**src/rtl/stream_fifo.sv**
```systemverilog
// -----------------------------------------------------------------------------
// stream_fifo
//
// Synchronous valid/ready FIFO with DEPTH entries of W_DATA bits.
// Storage is a plain register array addressed by wrap-around pointers that
// carry one extra MSB so a full queue can be told apart from an empty one.
// Occupancy is kept in its own register so level_o and afull_o come straight
// from flops.
//
// Optional build macro:
//   STREAM_FIFO_BYPASS_EN - first-word bypass. When the queue is empty and a
//                           word is offered, it is presented on the output in
//                           the same cycle. If the consumer takes it, no
//                           write happens. If not, it is written normally.
//                           Undefined by default. Without it, the output has
//                           no combinational path from the input side.
//
// Parameters:
//   W_DATA        data width in bits
//   DEPTH         entry count; power of two, >= 2
//   AFULL_THRESH  occupancy at or above which afull_o asserts (1..DEPTH)
//
// Ports:
//   clk_i        sole clock, rising edge
//   rst_i        synchronous active-high reset (clears pointers and level)
//   in_data_i    write data
//   in_valid_i   write request
//   in_ready_o   space available (never depends on out_ready_i)
//   out_data_o   head-of-queue data
//   out_valid_o  queue non-empty (or bypass active)
//   out_ready_i  consumer accepts
//   level_o      current occupancy, 0..DEPTH
//   afull_o      level_o >= AFULL_THRESH
// -----------------------------------------------------------------------------
module stream_fifo #(
  parameter int unsigned W_DATA       = 32,
  parameter int unsigned DEPTH        = 4,
  parameter int unsigned AFULL_THRESH = 3
) (
  input  logic                       clk_i,
  input  logic                       rst_i,
  input  logic [W_DATA-1:0]          in_data_i,
  input  logic                       in_valid_i,
  output logic                       in_ready_o,
  output logic [W_DATA-1:0]          out_data_o,
  output logic                       out_valid_o,
  input  logic                       out_ready_i,
  output logic [$clog2(DEPTH):0]     level_o,
  output logic                       afull_o
);

  localparam int unsigned AW = $clog2(DEPTH);
  localparam int unsigned PW = AW + 1;

  localparam logic [PW-1:0] LVL_FULL  = PW'(DEPTH);
  localparam logic [PW-1:0] LVL_AFULL = PW'(AFULL_THRESH);

  logic [W_DATA-1:0] mem_q [DEPTH];

  logic [PW-1:0] wptr_q,  wptr_d;
  logic [PW-1:0] rptr_q,  rptr_d;
  logic [PW-1:0] level_q, level_d;

  logic [AW-1:0] waddr;
  logic [AW-1:0] raddr;

  logic push;
  logic pop;
  logic wr_en;
  logic rd_en;
  logic bypass;

  assign waddr = wptr_q[AW-1:0];
  assign raddr = rptr_q[AW-1:0];

  // Handshake and output side.
  always_comb begin
    in_ready_o  = 1'b0;
    out_valid_o = 1'b0;
    out_data_o  = mem_q[raddr];
    bypass      = 1'b0;

    // While reset is high no handshake may complete.
    in_ready_o  = !rst_i && (level_q != LVL_FULL);

`ifdef STREAM_FIFO_BYPASS_EN
    bypass      = !rst_i && (level_q == '0) && in_valid_i;
    out_valid_o = (!rst_i && (level_q != '0)) || bypass;
    if (bypass) begin
      out_data_o = in_data_i;
    end
`else
    out_valid_o = !rst_i && (level_q != '0);
`endif
  end

  // Storage and pointer next-state.
  always_comb begin
    push    = in_valid_i && in_ready_o;
    pop     = out_valid_o && out_ready_i;
    wr_en   = push;
    rd_en   = pop;
    wptr_d  = wptr_q;
    rptr_d  = rptr_q;
    level_d = level_q;

    // A bypassed word that the consumer takes in the same cycle never
    // touches the storage: it is neither written nor read.
    if (bypass && out_ready_i) begin
      wr_en = 1'b0;
      rd_en = 1'b0;
    end

    if (wr_en) begin
      wptr_d = wptr_q + PW'(1);
    end
    if (rd_en) begin
      rptr_d = rptr_q + PW'(1);
    end

    unique case ({wr_en, rd_en})
      2'b10:   level_d = level_q + PW'(1);
      2'b01:   level_d = level_q - PW'(1);
      default: level_d = level_q;
    endcase
  end

  always_ff @(posedge clk_i) begin
    if (rst_i) begin
      wptr_q  <= '0;
      rptr_q  <= '0;
      level_q <= '0;
    end else begin
      wptr_q  <= wptr_d;
      rptr_q  <= rptr_d;
      level_q <= level_d;
    end
  end

  // Memory contents are not reset. wr_en is already gated off during reset
  // because in_ready_o is held low.
  always_ff @(posedge clk_i) begin
    if (wr_en) begin
      mem_q[waddr] <= in_data_i;
    end
  end

  assign level_o = level_q;
  assign afull_o = (level_q >= LVL_AFULL);

endmodule

```
**config.mk**
```make
export PLATFORM = sky130hd
export DESIGN_NAME = stream_fifo
export DESIGN_NICKNAME = d
export VERILOG_FILES = /design/src/rtl/stream_fifo.sv
export SDC_FILE = /design/constraint.sdc
export NUM_CORES = 1
export LEC_CHECK = 0
export ABC_CLOCK_PERIOD_IN_PS = 2290
export CORE_AREA = 2 2 101 103
export DETAILED_ROUTE_END_ITERATION = 10
export DIE_AREA = 0 0 103 105
export GPL_ROUTABILITY_DRIVEN = 0
export GPL_TIMING_DRIVEN = 0
export HOLD_SLACK_MARGIN = 0.12
export PLACE_DENSITY = 0.78
export RECOVER_POWER = 100
export SLEW_MARGIN = 25
export SYNTH_ARGS = -nofsm -noshare
export SYNTH_HDL_FRONTEND = slang
export SYNTH_SLANG_ARGS = --single-unit
```
**constraint.sdc**
```tcl
create_clock -name clk_i -period 2.29 [get_ports clk_i]
set_input_delay 0.458 -clock clk_i [delete_from_list [all_inputs] [get_ports clk_i]]
set_output_delay 0.458 -clock clk_i [all_outputs]
set_load 0.1 [all_outputs]
```
==> key figures, run 1 <==
Worst setup path
  – Worst path most repeated cell: buf_12
  – Internal reg-to-reg setup slack: 0 ns
  – CP max FO: 6
  – Critical path data required time: 1.83 ns
  – Endpoint class of the critical path: primary output
  – Worst setup path category: reg -> out
  – Startpoint types: flop
  – CP peak stage delay: between 0.5 and 0.6 ns
  – CP Data Arrival Time: 1.95 ns
  – Worst path slowest cell: mux4_2
  – Crit-path cells: buf_12 > buf_12 > buf_12 > mux4_2 > buf_12

Global route
  – Global route total overflow: 0
  – Vias in the first global route: 2557
  – Largest net degree at the start of global routing: 33
  – Global-route wire length before repair: ~13000 um
  – All-layer global routing usage: between 10% and 20%
  – Initial antenna violation count: 0

Die
  – Initial core utilization: 53.34%
  – Top-level I/O count: 74
  – Die W: 103 um
  – Die height: 105 um
  – Core area: 9639 um^2
  – Die Area: between 10000 and 15000 um^2
  – Row count: 36

Timing
  – Final hold violations: 0
  – Fmax: roughly 410 MHz
  – RSZ-0062 raised after global routing: yes
  – Final count of pins violating max slew: 0
  – Slew @ Worst Pin: 1.164 ns
  – Crit share post-route: 105.3%
  – Final worst slack: -0.1216 ns
  – Clock Skew: 0.005296 ns
  – Tmin final: 2.412 ns
  – Final setup vio count: 24
  – Worst slew margin: 22.70%

Route
  – Pre-antenna DRT Iters: 4
  – Routed met2 length: roughly 4500 um
  – Post-route ant nets: 0
  – M1 WL: 3809 um
  – Top sig layer: met4
  – Met3 wire length: 412 um
  – Total wire length: just under 9000 um
  – Via count: 2409
  – DRC Markers: 0
  – DRT iter0 DRCs: 144
  – WL/cell: 18.74 um
  – Vias per cell: 5.158

Power
  – Combinational share of power: 21.4%
  – Power per cell area: 1027 nW/um^2
  – Pint: just over 5 mW
  – Max IR drop VDD: 643.9 uV
  – Clock network fraction of total power: 38.1%
  – Reg power frac: 40.6%
  – Pwr Total: 7.083 mW
  – Fraction of power spent switching nets: 29.00%
  – Switching Power: 2.054 mW
  – Static Leak: 2.326 nW

Logic synthesis
  – Yosys warns: 0
  – Seq/Total Area, Yosys: between 70% and 80%
  – Syn Inst Count: 221
  – Ys flop type: edfxtp_1
  – Post-Syn Area: 5141 um^2
  – Yosys cell types: 24
  – Avg Inst Size Synth: around 23 um^2
  – Post-Syn Nets: between 200 and 300
  – Post-synth ARST share: 0%
  – EDFF count, synth: 128
  – Synthesis-stage register bit count: about 140

CTS
  – CTS max path bufs: 2
  – Cts bufs inserted: 17
  – CTS tree: built
  – Clk sinks: 137
  – Root buf cell: clkbuf_8
  – Depth of the CTS H-tree: 4
  – Register clock-pin slew on the reported worst setup and hold paths: roughly 0.060 ns
  – Clock Latency Late Sink: roughly 0.51 ns

Place
  – Inst Count DP: 427
  – Setup slack at placement: -0.6647 ns
  – Post-detail-place hpwl: slightly below 5000 um
  – Total placed instance area: 6052 um^2
  – IO buf count: 73

Status
  – Status: finished with violations
  – Violated checks: setup timing

Cells and area
  – Area growth from synthesis to layout: 34.10%
  – Final nets: 363
  – Filler Cells Inserted: 593
  – Fin util: 71.52%
  – Final Non-Filler Cells: around 470
  – Share of layout cells above drive strength 1: between 30% and 40%
  – Most common cell after layout, fill and taps aside: edfxtp_1
  – Post-Layout Inst Area: 6894 um^2
  – Commonest non-fill, non-tap cells in the layout: edfxtp_1, mux4_2, dlygate4sd3_1
  – ANT cells: 0

Worst hold path
  – HP Class: reg -> reg

Job
  – Maxcap violations: 0
## layout make-up
cell class                      instances  area, um^2  share of cell area [%]
Buffer                                  9       108.9                   1.579
Clock buffer                           17       414.1                   6.007
Clock inverter                         15       176.4                   2.559
Inverter                                6       22.52                  0.3267
Multi-Input combinational cell         69        1031                   14.95
Sequential cell                       137        4033                   58.49
Tap cell                              133       166.4                   2.414
Timing Repair Buffer                   81       942.2                   13.67
## final timing paths
path / from / to / cells past startpoint
hold / removal: level_o[2] / level_o[2] / 2
hold reg to reg: level_o[2] / level_o[2] / 2
setup reg to reg: level_o[0] / level_o[2] / 10
setup / recovery: flop / out_data_o[5] / 5
## sequential cells by signal, indices dropped and copies added, names as in the netlist, named ones only
name     count
wptr_q       2
rptr_q       2
level_o      3
mem_q      128
## through the flow
stage          setup TNS (ns)  hold slack, ns
4_1_cts                -2.951          0.5334
3_5_place_dp           -38.20          0.5171
2_1_floorplan               0          0.4750
6_report               -1.930          0.5314
5_1_grt                -16.35          0.5553
3_3_place_gp           -38.23          0.4961
## power by group through the flow
stage | Sequential (mW) | Clock (mW) | Combinational [mW]
detailed placement | 2.93 | 0 | 1.34
finish | 2.87 | 2.70 | 1.51
global route | 2.88 | 2.85 | 1.57
global placement | 2.92 | 0 | 1.34
CTS | 2.88 | 2.74 | 1.52
floorplan | 2.96 | 0 | 0.992
## routing by layer
metal | GRT usage (%) | up-vias
li1 | - | 1117
met1 | 23.19 | 1230
met2 | 27.50 | 58
met3 | 5.819 | 4
met4 | 5.733 | 0
met5 | 0 | -
## Yosys cell counts (2+ instances only)
cell type / count / area share [%]
buf_2: 3 / 0.29
mux4_2: 32 / 14
ha_1: 5 / 1.2
xor2_1: 4 / 0.68
a21oi_1: 2 / 0.19
and2_2: 4 / 0.58
buf_6: 5 / 1.1
dfxtp_1: 9 / 3.5
inv_1: 6 / 0.44
edfxtp_1: 128 / 75
nor2_1: 10 / 0.73
## timing repair
item	CTS	global route
hold buffers	0	0
cloned	3	0
pin swaps	0	1
setup buffers	3	3
endpoints found under the setup margin	38	34
gates resized for setup	260	15
## logic make-up after synthesis
group	synth area share, %
AO/OA/AOI/OAI	0.7788
adder cells (fa/ha/maj)	1.606
XOR/XNOR	0.6814
flip-flops	78.27
AND/OR/NAND/NOR	2.263
buffers and inverters	1.898
multiplexers	14.50
## worst max-delay path: cells and delay by family, from the launching register on
| family | cells | cell delay, ns |
|---|---|---|
| buf+inv | 4 | 0.56 |
| flops | 1 | 0.34 |
| mux | 1 | 0.54 |
Note: power is estimated with default switching activity, not from simulation.
==> run 2, diff against run 1 <==
- ABC_AREA: default -> 1
- CORE_AREA: 2 2 101 103 -> 2 2 103 105
- DIE_AREA: 0 0 103 105 -> 0 0 105 107
- PLACE_DENSITY: 0.78 -> 0.77
==> run 2 against run 1 <==
Against the previous run:
- the flow now finishes without violations
- register-to-register slack improved by 0.19 ns
- die area rose by 3.9%
- critical path depth rose by 1
- clock skew rose by 0.0055 ns
- utilization fell by 0.54 points
- synthesized cell count rose by 72%
- first-iteration DRC count rose by 67%
- sequential share of layout area fell by 2.3 points
- setup slack improved by 0.17 ns
- hold slack got worse by 0.065 ns
- clock-buffer cell count did not move
- critical path type unchanged
==> key figures, run 2 <==
Logic synthesis
  – Yosys cell types: 23
  – Area share of the largest cell type after synthesis: 72.54%
  – Seq/Total Area, Yosys: 75.94%
  – Post-synth ARST share: 0%
  – Post-synth top area cell: edfxtp_1
  – Post-Syn Nets: 423
  – Ys flop type: edfxtp_1
  – EDFF count, synth: 128
  – Synthesis-stage register bit count: roughly 140
  – Synth area leaders: edfxtp_1, nor2_1, o22ai_1
  – Syn Inst Count: 381
  – Yosys warns: 0
  – Avg Inst Size Synth: 13.91 um^2
  – Post-Syn Area: about 5300 um^2
  – Top-count cell post-synth: edfxtp_1
  – Post-synth top cells: edfxtp_1, nor2_1, o21ai_0

Die
  – Initial core utilization: 52.50%
  – Core area: 10090 um^2
  – Row count: 37
  – Die Area: 11240 um^2
  – Top-level I/O count: between 70 and 80
  – Die height: 107 um
  – Die W: 105 um

Cells and area
  – Largest reg by FF count: mem_q
  – Area growth from synthesis to layout: 35.18%
  – Most common cell after layout, fill and taps aside: edfxtp_1
  – Filler Cells Inserted: 671
  – Share of layout cells above drive strength 1: 27.81%
  – Final nets: 518
  – Max reg flops: 128
  – ANT cells: 0
  – Commonest non-fill, non-tap cells in the layout: edfxtp_1, nor2_1, o21ai_0
  – Post-Layout Inst Area: between 7000 and 8000 um^2

Timing
  – Final setup vio count: 0
  – Final count of pins violating max slew: 0
  – Final hold violations: 0
  – Crit share post-route: 97.97%
  – Fmax: 445.7 MHz
  – Final worst slack: 0.04639 ns
  – Hold WS: 0.4668 ns
  – Worst slew margin: 22.99%
  – RSZ-0062 raised after global routing: yes
  – Slew @ Worst Pin: about 1.2 ns
  – Tmin final: 2.244 ns
  – Clock Skew: 0.01081 ns

CTS
  – Register clock-pin slew on the reported worst setup and hold paths: 0.06 ns
  – Clk sinks: 137
  – CTS tree: built
  – CTS max path bufs: 2
  – Resized cells post-CTS: between 200 and 250
  – Post-CTS Setup Repair Bufs: 0
  – Hold buffers post-CTS: 0
  – Root buf cell: clkbuf_8
  – Cts bufs inserted: 17
  – Clock Latency Late Sink: 0.52 ns
  – Depth of the CTS H-tree: 4

Route
  – Total wire length: 11310 um
  – Vias per cell: between 5 and 6
  – WL/cell: 18.09 um
  – DRC Markers: 0
  – Via count: 3374
  – Pre-antenna DRT Iters: 5
  – Post-route ant nets: 0
  – DRT iter0 DRCs: 241

Worst setup path
  – Startpoint types: flop
  – CP Data Arrival Time: 1.79 ns
  – Critical path data required time: about 1.8 ns
  – Worst setup path category: reg -> out
  – CP max FO: 10
  – Endpoint class of the critical path: primary output
  – Worst reg2reg path startpoint: level_o[0]

Worst hold path
  – HP Start: level_o[0]
  – HP Class: reg -> reg

Global route
  – Initial antenna violation count: 0
  – Global-route wire length before repair: 16990 um
  – All-layer global routing usage: 20.54%
  – Global route total overflow: 0
  – Vias in the first global route: approximately 3400
  – Largest net degree at the start of global routing: 33

Power
  – Static Leak: 2.556 nW
  – Max IR drop VDD: 571.5 uV
  – Power per cell area: 960.6 nW/um^2

Place
  – IO buf count: 73
  – Setup slack at placement: -0.5207 ns
  – Total placed instance area: 6480 um^2
  – Post-detail-place hpwl: 6415 um

Job
  – Maxcap violations: 0

Status
  – Status: complete, no violations
[run 2: cell count changes in the layout (fill, tap and decap cells not counted), moves of 11 or more]
cell     delta
o21ai_1    +27
mux4_2     -32
o22ai_2    +32
nand2_1    +14
nor2_1     +61
inv_1      +11
o21ai_0    +38
[run 2: kinds of logic after synthesis]
kind of cell | after synthesis | share of synthesized area, %
compound gates | 105 | 10.67
fa+ha+maj | 6 | 1.558
simple gates | 94 | 7.202
buf+inv | 39 | 4.628
flops | 137 | 75.94
[run 2: final timing paths]
kind	end	slack (ns)	cells after the start
max	out_data_o[21]	0.05	6
min	level_o[0]	0.47	1
max reg2reg	mem_q[3][10]	0.19	5
min reg2reg	level_o[0]	0.47	1
[run 2: final cells by class]
| class | count | area, um^2 | share of cell area (%) |
|---|---|---|---|
| Tap cell | 136 | 170.2 | 2.376 |
| Clock inverter | 15 | 190.2 | 2.655 |
| Clock buffer | 17 | 414.1 | 5.782 |
| Sequential cell | 137 | 4028 | 56.23 |
| Inverter | 20 | 87.58 | 1.223 |
| Timing Repair Buffer | 76 | 843.3 | 11.77 |
| Buffer | 19 | 171.4 | 2.393 |
| Multi-Input combinational cell | 205 | 1259 | 17.57 |
[run 2: power by group]
group | internal [mW] | switching (mW)
logic | 0.342 | 0.946
clock network | 1.68 | 1.07
registers | 2.81 | 0.0250
total | 4.84 | 2.05
[run 2: routing by layer]
metal | GRT usage, % | part of all wire (%) | up-vias | routed length [um]
met4 | 10.95 | 1.7 | 0 | 193
met5 | 0 | 0 | - | 0
met3 | 5.350 | 7.0 | 19 | 792
met2 | 33.30 | 52 | 144 | 5932
met1 | 25.49 | 39 | 1611 | 4388
li1 | - | - | 1600 | -
[run 2: worst max-delay path, stage by stage, from the launching register on]
cell and delay (ns):
dfxtp_1 0.32, buf_6 0.15, inv_8 0.09, buf_6 0.15
nor2_1 0.07, o22ai_2 0.23, buf_6 0.26
[run 2: per-stage QoR]
step / util (%) / power [mW] / TNS (ns) / cells
final: 70.98 / 6.881 / 0 / 625
after global routing: 70.98 / 7.083 / -0.03665 / 625
after CTS: 69.71 / 6.867 / 0 / 623
after detailed placement: 64.21 / 4.155 / -42.91 / 591
after global placement: 63.93 / 4.138 / -46.87 / 590
after floorplan: - / 3.826 / 0 / 381
==> run 3, diff against run 2 <==
- CORE_AREA: 2 2 103 105 -> 2 2 106 108
- DIE_AREA: 0 0 105 107 -> 0 0 108 110
- PLACE_DENSITY: 0.77 -> default
- PLACE_DENSITY_LB_ADDON: default -> 0.05
==> run 3 against run 2 <==
Against the previous run:
- first-iteration DRC count down 38%
- clock power down 7%
- largest cell class unchanged
- global-route usage down 0.83 points
- register-to-register slack better by 0.05 ns
- critical path depth unchanged
- largest power group unchanged
- hold slack better by 0.0062 ns
- critical endpoint is now out_data_o[18]
- cell area down 1.3%
- clock-buffer cell count up 3
- sequential power about the same
- flip-flop and latch count unchanged
- setup slack better by 0.030 ns
==> key figures, run 3 (synthesized netlist as in run 2, its figures left out) <==
Timing
  – Crit share post-route: approximately 97%
  – Final setup vio count: 0
  – Tmin final: roughly 2.2 ns
  – Final hold violations: 0
  – Worst slew margin: roughly 23%
  – RSZ-0062 raised after global routing: no
  – Final count of pins violating max slew: 0
  – Slew @ Worst Pin: between 1 and 1.5 ns
  – Hold WS: 0.4731 ns
  – Setup TNS: 0 ns
  – Clock Skew: 0.006845 ns
  – Fmax: between 400 and 500 MHz

CTS
  – Post-CTS Setup Repair Bufs: 0
  – CTS max path bufs: 2
  – Resized cells post-CTS: 223
  – Clk sinks: 137
  – Register clock-pin slew on the reported worst setup and hold paths: roughly 0.06 ns
  – Clock Latency Late Sink: 0.51 ns
  – Root buf cell: clkbuf_8
  – Depth of the CTS H-tree: 4
  – Cts bufs inserted: 17
  – Hold buffers post-CTS: 0
  – CTS tree: built

Route
  – Total wire length: about 11000 um
  – M1 WL: 4716 um
  – DRT iter0 DRCs: 149
  – Routed met2 length: approximately 5800 um
  – Pre-antenna DRT Iters: 4
  – Met3 wire length: 530 um
  – Via count: approximately 3300
  – WL/cell: 17.76 um
  – DRC Markers: 0
  – Vias per cell: 5.224
  – Post-route ant nets: 0
  – Top sig layer: met4

Cells and area
  – Final nets: 519
  – Largest reg by FF count: mem_q
  – Share of layout cells above drive strength 1: 26.99%
  – Most common cell after layout, fill and taps aside: edfxtp_1
  – Commonest non-fill, non-tap cells in the layout: edfxtp_1, nor2_1, o21ai_0
  – Filler Cells Inserted: a little under 800
  – Max reg flops: 128
  – Area growth from synthesis to layout: 33.46%

Power
  – Combinational share of power: roughly a fifth
  – Reg power frac: 42.6%
  – Static Leak: around 2.5 nW
  – Fraction of power spent switching nets: 28.31%
  – Clock network fraction of total power: 38.3%
  – Pint: 4.775 mW
  – Max IR drop VDD: 507.6 uV
  – Switching Power: 1.886 mW
  – Power per cell area: around 940 nW/um^2

Global route
  – Initial antenna violation count: 1
  – Largest net degree at the start of global routing: 33
  – Vias in the first global route: 3312
  – Global route total overflow: 0
  – Global-route wire length before repair: 16910 um
  – All-layer global routing usage: about a fifth

Place
  – IO buf count: 73
  – Post-detail-place hpwl: 6575 um

Die
  – Initial core utilization: 49.53%
  – Top-level I/O count: 74
  – Row count: 38
  – Die height: 110 um
  – Core area: 10700 um^2
  – Die Area: 11880 um^2
  – Die W: between 100 and 150 um

Worst setup path
  – CP Data Arrival Time: 1.76 ns
  – Worst setup path category: reg -> out
  – CP max FO: 10
  – Endpoint class of the critical path: primary output
  – Startpoint types: flop
  – Critical path data required time: 1.83 ns

Status
  – Status: complete, no violations

Job
  – Maxcap violations: 0

Worst hold path
  – HP Class: reg -> reg
run 3: area by class of cell:
type | count | area [um^2] | share of cell area, %
sequential | 137 | 4029 | 56.97
multi-input combinational | 205 | 1267 | 17.92
timing repair buffer | 77 | 785.8 | 11.11
clock buffer | 20 | 425.4 | 6.016
tap | 140 | 175.2 | 2.477
buffer | 19 | 168.9 | 2.389
clock inverter | 11 | 130.1 | 1.840
inverter | 20 | 87.58 | 1.239
antenna | 1 | 2.502 | 0.03539
run 3: metal layers:
| metal | track usage [%] | vias up |
|---|---|---|
| met3 | 5.056 | 12 |
| met1 | 24.02 | 1605 |
| met5 | 0 | - |
| met2 | 33.69 | 80 |
| li1 | - | 1594 |
| met4 | 8.242 | 0 |
run 3: stage by stage:
stage	area, um^2	std cells	power (mW)	worst slack, ns	util, %
after floorplan	5552	381	3.826	0.03827	-
after global placement	6457	594	4.143	-0.4884	60.36
after detailed placement	6513	596	4.167	-0.5005	60.88
after CTS	7053	627	6.715	0.008897	65.93
after global routing	7069	629	6.876	0.002854	66.08
final	7072	630	6.660	0.07631	66.11
run 3: final timing paths:
path | from | to | slack [ns] | depth (start not counted)
max | flop | out_data_o[18] | 0.08 | 6
min | level_o[0] | level_o[0] | 0.47 | 1
max reg2reg | level_o[0] | mem_q[0][29] | 0.24 | 5
min reg2reg | level_o[0] | level_o[0] | 0.47 | 1
run 3: critical path, stage by stage, from the launching register on:
cell,delay (ns)
dfxtp_1,0.31
buf_6,0.15
inv_8,0.09
buf_6,0.15
nor2_1,0.06
o22ai_2,0.24
buf_8,0.24
run 3: power by group through the flow:
stage | sequential [mW] | clock (mW) | combinational [mW]
after detailed placement | 2.89 | 0 | 1.28
final | 2.84 | 2.55 | 1.27
after global routing | 2.85 | 2.70 | 1.33
after floorplan | 2.93 | 0 | 0.895
after global placement | 2.89 | 0 | 1.25
after CTS | 2.84 | 2.60 | 1.28
